`config.mk`:
```
export PLATFORM = sky130hd
export DESIGN_NAME = roc_trng_ctrl
export DESIGN_NICKNAME = d
export VERILOG_FILES = /design/src/rtl/roc_trng_pkg.sv /design/src/rtl/roc_sync2.sv /design/src/rtl/roc_trng_ctrl.sv
export SDC_FILE = /design/constraint.sdc
export NUM_CORES = 1
export LEC_CHECK = 0
export ABC_AREA = 1
export CORE_UTILIZATION = 45
export DETAILED_ROUTE_END_ITERATION = 16
export PLACE_DENSITY = 0.63
export SLEW_MARGIN = 20
export SYNTH_ARGS = -nofsm -noshare
export SYNTH_HDL_FRONTEND = slang
export SYNTH_SLANG_ARGS = --single-unit
export TNS_END_PERCENT = 30
```
`constraint.sdc`:
```
create_clock -name clk -period 6.8 [get_ports clk]
set_input_delay 1.36 -clock clk [delete_from_list [all_inputs] [get_ports clk]]
set_output_delay 1.36 -clock clk [all_outputs]
set_load 0.05 [all_outputs]
```
`src/rtl/roc_trng_pkg.sv`:
```
// Shared definitions for the ring-oscillator-race TRNG controller slice:
// sequencer state encoding, health-test repetition limit and default counter width.
package roc_trng_pkg;

    localparam int NBC_DEFAULT      = 14;
    localparam int HEALTH_REP_LIMIT = 8;

    typedef enum logic [2:0] {
        ST_IDLE,
        ST_RESET,
        ST_ARM,
        ST_START,
        ST_WAIT_HI,
        ST_WAIT_LO,
        ST_SETTLE,
        ST_CAPTURE
    } state_e;

endpackage

```
`src/rtl/roc_sync2.sv`:
```
// Two-flop synchronizer with asynchronous active-high reset, used to bring
// the extractor's busy flag into the system clock domain.
module roc_sync2 (
    input  logic clk,
    input  logic rst,
    input  logic async_i,
    output logic sync_o
);

    logic meta_q;
    logic sync_q;

    always_ff @(posedge clk or posedge rst) begin
        if (rst) begin
            meta_q <= 1'b0;
            sync_q <= 1'b0;
        end else begin
            meta_q <= async_i;
            sync_q <= meta_q;
        end
    end

    assign sync_o = sync_q;

endmodule

```
`src/rtl/roc_trng_ctrl.sv`:
```
// Race sequencer for the roc_bxt extractor: runs races, harvests counter LSBs,
// packs them into words on a valid/ready port. Optional ROC_TRNG_CTRL_HEALTH_EN.
module roc_trng_ctrl
    import roc_trng_pkg::*;
#(
    parameter int NBC             = NBC_DEFAULT,
    parameter int WORD_W          = 32,
    parameter int BITS_PER_SAMPLE = 1,
    parameter int RST_CYCLES      = 4,
    parameter int STR_CYCLES      = 2,
    parameter int SETTLE_CYCLES   = 2,
    parameter int TIMEOUT_W       = 16
) (
    input  logic              clk,
    input  logic              rst,
    input  logic              enable,
    output logic              bxt_rst,
    output logic              bxt_str,
    input  logic              bxt_busy,
    input  logic [NBC-1:0]    bxt_rdata,
    output logic [WORD_W-1:0] out_data,
    output logic              out_valid,
    input  logic              out_ready,
    output logic              timeout_err,
    output logic [7:0]        sample_cnt
`ifdef ROC_TRNG_CTRL_HEALTH_EN
    ,
    output logic              health_fail
`endif
);

    localparam int SLOTS  = WORD_W / BITS_PER_SAMPLE;
    localparam int FILL_W = $clog2(SLOTS + 1);
    localparam int PH_W   = 8;

    state_e                state_q, state_d;
    logic [PH_W-1:0]       ph_q, ph_d;
    logic [TIMEOUT_W-1:0]  wd_q, wd_d;
    logic [WORD_W-1:0]     shreg_q, shreg_d;
    logic [FILL_W-1:0]     fill_q, fill_d, fill_inc;
    logic [WORD_W-1:0]     out_data_q, out_data_d;
    logic                  out_valid_q, out_valid_d;
    logic                  timeout_q, timeout_d;
    logic [7:0]            sample_cnt_q, sample_cnt_d;
    logic                  bxt_rst_q, bxt_rst_d;
    logic                  bxt_str_q, bxt_str_d;
    logic                  busy_s;
    logic                  word_full;
    logic                  health_block;

    roc_sync2 u_busy_sync (
        .clk     (clk),
        .rst     (rst),
        .async_i (bxt_busy),
        .sync_o  (busy_s)
    );

    assign word_full = (fill_q == FILL_W'(SLOTS));

`ifdef ROC_TRNG_CTRL_HEALTH_EN
    logic [NBC-1:0] prev_q, prev_d;
    logic [3:0]     rep_q, rep_d;
    logic           health_q, health_d;

    always_ff @(posedge clk or posedge rst) begin
        if (rst) begin
            prev_q   <= '0;
            rep_q    <= '0;
            health_q <= 1'b0;
        end else begin
            prev_q   <= prev_d;
            rep_q    <= rep_d;
            health_q <= health_d;
        end
    end

    assign health_block = health_q;
    assign health_fail  = health_q;
`else
    logic rdata_unused;
    assign rdata_unused = ^bxt_rdata[NBC-1:BITS_PER_SAMPLE];
    assign health_block = 1'b0;
`endif

    always_ff @(posedge clk or posedge rst) begin
        if (rst) begin
            state_q      <= ST_IDLE;
            ph_q         <= '0;
            wd_q         <= '0;
            shreg_q      <= '0;
            fill_q       <= '0;
            out_data_q   <= '0;
            out_valid_q  <= 1'b0;
            timeout_q    <= 1'b0;
            sample_cnt_q <= '0;
            bxt_rst_q    <= 1'b1;
            bxt_str_q    <= 1'b0;
        end else begin
            state_q      <= state_d;
            ph_q         <= ph_d;
            wd_q         <= wd_d;
            shreg_q      <= shreg_d;
            fill_q       <= fill_d;
            out_data_q   <= out_data_d;
            out_valid_q  <= out_valid_d;
            timeout_q    <= timeout_d;
            sample_cnt_q <= sample_cnt_d;
            bxt_rst_q    <= bxt_rst_d;
            bxt_str_q    <= bxt_str_d;
        end
    end

    always_comb begin
        state_d      = state_q;
        ph_d         = ph_q;
        wd_d         = wd_q;
        shreg_d      = shreg_q;
        fill_d       = fill_q;
        fill_inc     = fill_q + 1'b1;
        out_data_d   = out_data_q;
        out_valid_d  = out_valid_q;
        timeout_d    = timeout_q;
        sample_cnt_d = sample_cnt_q;
`ifdef ROC_TRNG_CTRL_HEALTH_EN
        prev_d   = prev_q;
        rep_d    = rep_q;
        health_d = health_q;
`endif

        // Accepted word retires; a word parked in the shift register takes its place.
        if (out_valid_q && out_ready) begin
            out_valid_d = 1'b0;
            if (word_full && !health_block) begin
                out_data_d  = shreg_q;
                out_valid_d = 1'b1;
                fill_d      = '0;
            end
        end
        if (health_block) begin
            out_valid_d = 1'b0;
            if (word_full) begin
                fill_d = '0;
            end
        end

        case (state_q)
            ST_IDLE: begin
                if (enable && !(word_full && !health_block)) begin
                    state_d = ST_RESET;
                    ph_d    = '0;
                end
            end
            ST_RESET: begin
                ph_d = ph_q + 1'b1;
                if (ph_q == PH_W'(RST_CYCLES - 1)) begin
                    state_d = ST_ARM;
                end
            end
            ST_ARM: begin
                state_d = ST_START;
                ph_d    = '0;
            end
            ST_START: begin
                ph_d = ph_q + 1'b1;
                if (ph_q == PH_W'(STR_CYCLES - 1)) begin
                    state_d = ST_WAIT_HI;
                    wd_d    = '0;
                end
            end
            ST_WAIT_HI, ST_WAIT_LO: begin
                if (&wd_q) begin
                    timeout_d = 1'b1;
                    state_d   = ST_IDLE;
                end else begin
                    wd_d = wd_q + 1'b1;
                    if (state_q == ST_WAIT_HI && busy_s) begin
                        state_d = ST_WAIT_LO;
                    end else if (state_q == ST_WAIT_LO && !busy_s) begin
                        state_d = ST_SETTLE;
                        ph_d    = '0;
                    end
                end
            end
            ST_SETTLE: begin
                ph_d = ph_q + 1'b1;
                if (ph_q == PH_W'(SETTLE_CYCLES - 1)) begin
                    state_d = ST_CAPTURE;
                end
            end
            ST_CAPTURE: begin
                state_d      = ST_IDLE;
                sample_cnt_d = sample_cnt_q + 8'd1;
                shreg_d      = {shreg_q[WORD_W-BITS_PER_SAMPLE-1:0],
                                bxt_rdata[BITS_PER_SAMPLE-1:0]};
                fill_d       = fill_inc;
                if (fill_inc == FILL_W'(SLOTS)) begin
                    if (health_block) begin
                        fill_d = '0;
                    end else if (!out_valid_q || out_ready) begin
                        out_data_d  = shreg_d;
                        out_valid_d = 1'b1;
                        fill_d      = '0;
                    end
                end
`ifdef ROC_TRNG_CTRL_HEALTH_EN
                prev_d = bxt_rdata;
                if (rep_q != 4'd0 && bxt_rdata == prev_q) begin
                    rep_d = (rep_q == 4'(HEALTH_REP_LIMIT)) ? rep_q : rep_q + 4'd1;
                end else begin
                    rep_d = 4'd1;
                end
                if (rep_d == 4'(HEALTH_REP_LIMIT)) begin
                    health_d = 1'b1;
                end
`endif
            end
            default: state_d = ST_IDLE;
        endcase

        bxt_rst_d = (state_d == ST_IDLE) || (state_d == ST_RESET);
        bxt_str_d = (state_d == ST_START);
    end

    assign bxt_rst     = bxt_rst_q;
    assign bxt_str     = bxt_str_q;
    assign out_data    = out_data_q;
    assign out_valid   = out_valid_q;
    assign timeout_err = timeout_q;
    assign sample_cnt  = sample_cnt_q;

endmodule
```
# Word level (Yosys, flattened, before mapping)
# Cells that the tools add are included.
# word_totals
word_cells,88
register_bits,111
# op_classes
add_sub_neg,4
eq_ne,18
reduce_logical,22
n_mux,31
# op_table
operator,count
$mux W32,5
$mux W16,2
$mux W8,4
$pmux W16 S2,1
$pmux W8 S4,1
$mux W6,5
$mux W3,7
$pmux W3 S7,1
$reduce_and A17 Y1,1
$add A16 B1 Y16 const B,1
$add A8 B1 Y8 const B,2
$reduce_and A16 Y1,1
$eq A3 B3 Y1 const B,4
$eq A6 B6 Y1 const B,2
$ne A2 B2 Y1 const B,5
$eq A3 B2 Y1 const B,3
$eq A8 B1 Y1 const B,1
$eq A8 B2 Y1 const B,1
$add A6 B1 Y6 const B,1
$eq A3 B1 Y1 const B,2
$logic_not A3 Y1,2
$reduce_bool A2 Y1,3
$mux W1,5
$reduce_and A5 Y1,1
other kinds (8),14

# Depth between registers and ports, before layout
# depth
depth_word,8
mapped_depth,11
ltp_nobuf,10

# Cells and area by module
# Synthesis repeated with hierarchy kept, for this count alone.
# hier_totals
cells_unflattened,701
area_unflattened_um2,5581.6
# by_module_without_submodules
mod,area_per_inst_um2,instances,seq_area_each_um2,cells_per_inst
roc_trng_ctrl,5527.8,1,2728.9,698
roc_sync2,53.8,1,50.0,3

# Worst setup path after synthesis
# OpenSTA, ideal clock, no wires.
# synth_path
path_type,input to register
start,in out_ready
end,reg out_data_q[1] (netlist: out_data[1])
slack_ns,4.610
t_arrival_ns,2.073
setup_time_ns,0.118
path_buffers,1
path_stages,6
t_required_ns,6.682
path_cell_list,nand2_1 nand2_1 nand4_1 buf_2 nand2_1 nand2_1
# synth_via
elab_chain_cells,5
# synth_lines
item,line,text
start: declaration,roc_trng_ctrl.sv:23,"input logic out_ready,"
$logic_and A1 B1 Y1,roc_trng_ctrl.sv:131,if (out_valid_q && out_ready) begin
$mux W32,roc_trng_ctrl.sv:131,
$mux W32,roc_trng_ctrl.sv:199,end else if (!out_valid_q || out_ready) begin
$mux W32,roc_trng_ctrl.sv:196,if (fill_inc == FILL_W'(SLOTS)) begin
$mux W32 (*),roc_trng_ctrl.sv:146,case (state_q)
via out_data_d[1],roc_trng_ctrl.sv:41,"logic [WORD_W-1:0] out_data_q, out_data_d;"
end signal: assignment,roc_trng_ctrl.sv:104,out_data_q <= out_data_d;
end: declaration,roc_trng_ctrl.sv:41,
# The timed path passes the listed nets; every way through them passes the cells marked *.
# A chain may end at the register's enable or synchronous reset.

# Worst setup path after layout
# layout_path
start,reg bxt_rst_q (netlist: bxt_rst)
end,out bxt_rst
# layout_lines
item,line,text
start: declaration,roc_trng_ctrl.sv:45,"logic bxt_rst_q, bxt_rst_d;"
start signal: assignment,roc_trng_ctrl.sv:108,bxt_rst_q <= bxt_rst_d;
end: declaration,roc_trng_ctrl.sv:17,"output logic bxt_rst,"
# No word-level cell between the ends.

==> out/metrics.cfg <==
[hold_path]
hp-class=reg2reg

[cts]
ctsHoldBuffers=0
cts_tree=done
cts_max_level=3
cts-buffers-inserted=9
insertion_delay_ns=0.36
path_clk_slew_ns=0.07
cts-root-buf=clkbuf_16
clock_sinks=111
postCtsSetupBuffers=0
cts_resized=0
clk_path_buf_depth=2

[finish]
nets=768
layout-drive-gt1-share_pct=5.882
diodes=0
area_delta_synth_final_pct=14.64
stdcell_count=916

[logic_synthesis]
yosys.area_share.simple_pct=29.90
yosys-top-cells-count=nand2_1, dfrtp_1, o21ai_0
netlist_area_mm2=0.005608
synth-seq-cells=111
synth_area_per_cell_um2=7.887
syn_inst=711
synth_largest_area_cell=dfrtp_1
ys_types=33
synth-xor-area-share_pct=2.187
synth_fp_nets=736
synth_compound_area_share_pct=8.367
synth_edf_count=0
synth.most_common_cell=nand2_1
synth_warnings=0
synth_top_family_by_area=simple AND/OR/NAND/NOR gates
ys_async_sr_fraction_pct=100.0
synth_top_area_share_pct=49.09
synth-adder-area-share_pct=1.339
ys.flop_type=dfrtp_1
ys_seq_area_share_pct=49.55
synth.area.top_cells=dfrtp_1, nand2_1, o21ai_0
synth_mux_area_share_pct=0

[global_route]
grt_max_degree=72
grt_pass1_wl_um=20280
grt_overflow=0
grt_pass1_vias=4416
grtUsageMet1_pct=25.99
antenna_found_initial=0
grt_use_met2_pct=31.67
grt.busiest_layer=met2
use_met3_pct=5.367
track_usage_pct=19.75

[pwr]
netSwitchingFraction_pct=34.18
irDropWorstVdd_mv=0.1991
p_per_area_mw_per_mm2=267.1
power.switching_w=0.0005869
p_seq_share_pct=47.0
p_leak_nw=2.963
clock_power_share_pct=30.7
intPower_w=0.001130
comb_power_share_pct=22.2

[floorplanning]
start_util_pct=46.49
fp.dieArea_mm2=0.01291
num_rows=40
num_io_pins=63
die_h_um=113.6
coreArea_mm2=0.01206
die_w_um=113.6

[setup_path]
rr_startpoint=state_q[2]
arrival_ns=1.66
cp-start-kind=register
critical_path.endpoint_type=output pin
crit_path_max_fanout=1
reg2reg_slack_ns=4.01
path_cells=clkdlybuf4s50_1
path_buf_inv=1
critical_path_class=reg2out
ff2ff_path_depth=7
crit_slowest_cell=clkdlybuf4s50_1
cp_data_required_time_ns=5.44
slowest_delay_ns=0.79
crit_cells=1
crit_path_end=bxt_rst
r2r_end=out_data[27]
critPathTopFamily=buffers and inverters
crit_start=bxt_rst

[sta]
rsz0062_at_grt=false
relSlewSlack_pct=39.30
finalSetupViolCount=0
tightest_slew_ns=0.9071
finalSetupTns_ns=0
hold_viol_final=0
slew_viol_final=0
fmax_mhz=331.3
skew_ns=0.008896
final.period_utilization_pct=44.39
period_minus_slack_ns=3.019

[placement]
io_buffers=49
hpwl_um=7482
gp_congestion=0.8744
dp.cells=900

[routing]
viasPerCell=5.060
first_pass_iters=4
wl_um=11510
drc=0
drtIter0Drc=333
post_drt_wl_per_cell_um=12.56
vias=4635
ant_nets=0

[run]
max-cap-violations=0

[outcome]
outcome=completed

## metal layers
layer  wire length (um)  part of all wire [%]
met3                531                   4.6
met1               5502                    48
met2               5284                    46
met5                  0                     0
met4                189                   1.6
## cell families after synthesis
logic type      Yosys count
simple gates            382
flops                   111
buf+inv                 107
compound gates           91
xor+xnor                 14
fa+ha+maj                 6
## worst min-delay path by stage
stage | start | end | slack (ns) | cells after the start
detailed placement | u_busy_sync.meta_q | u_busy_sync.sync_o | 0.33 | 0
global route | u_busy_sync.meta_q | u_busy_sync.sync_o | 0.37 | 0
floorplan | u_busy_sync.meta_q | u_busy_sync.sync_o | 0.33 | 0
global placement | u_busy_sync.meta_q | u_busy_sync.sync_o | 0.33 | 0
finish | u_busy_sync.meta_q | u_busy_sync.sync_o | 0.35 | 0
CTS | u_busy_sync.meta_q | u_busy_sync.sync_o | 0.35 | 0
## area by class of cell
type,count,area [um^2]
inverters,75,284.0
clock inverters,5,58.81
flip-flops and latches,111,2779
fillers,1146,5633
multi-input cells,493,2344
repair buffers,53,520.5
well taps,168,210.2
clock buffers,11,232.7
## sequential cells by signal, indices dropped and copies added (netlist names), 3 cells and up
register and count:
ph_q 8, shreg_q 32, out_data 32, sample_cnt 8
fill_q 6, wd_q 16, state_q 3
## power groups by stage
| stage | clock, W | combinational (W) | sequential [W] |
|---|---|---|---|
| after floorplan | 0 | 0.000283 | 0.000835 |
| after global placement | 0 | 0.000376 | 0.000813 |
| after detailed placement | 0 | 0.000387 | 0.000817 |
| after CTS | 0.000546 | 0.000388 | 0.000806 |
| after global routing | 0.000567 | 0.000437 | 0.000821 |
| final | 0.000528 | 0.000382 | 0.000808 |
## layout by cell type, fill, tap and decap left out, drive strengths merged, types with 2 or more instances in the layout
master and count:
nand4 47, nand2 247, nor3 6, nand3b 3
clkdlybuf4s50 49, xor2 7, ha 6, clkinv 2
inv 75, dfrtp 110, clkinvlp 2, o22ai 3
xnor2 7, clkbuf 11, nand3 31, buf 4
o21ai 83, or2 2, nor2 45
## through the flow
step / hold slack, ns / total power, W / instance area [um^2] / setup slack (ns) / util, %
after floorplan: 0.3312 / 0.001118 / 5608 / 2.511 / -
after global placement: 0.3323 / 0.001189 / 6137 / 3.654 / 50.88
after detailed placement: 0.3347 / 0.001204 / 6137 / 3.637 / 50.88
after CTS: 0.3532 / 0.001740 / 6429 / 3.758 / 53.30
after global routing: 0.3734 / 0.001826 / 6429 / 3.725 / 53.30
final: 0.3462 / 0.001717 / 6429 / 3.781 / 53.30
No activity file was read; power rests on OpenSTA's default activity.
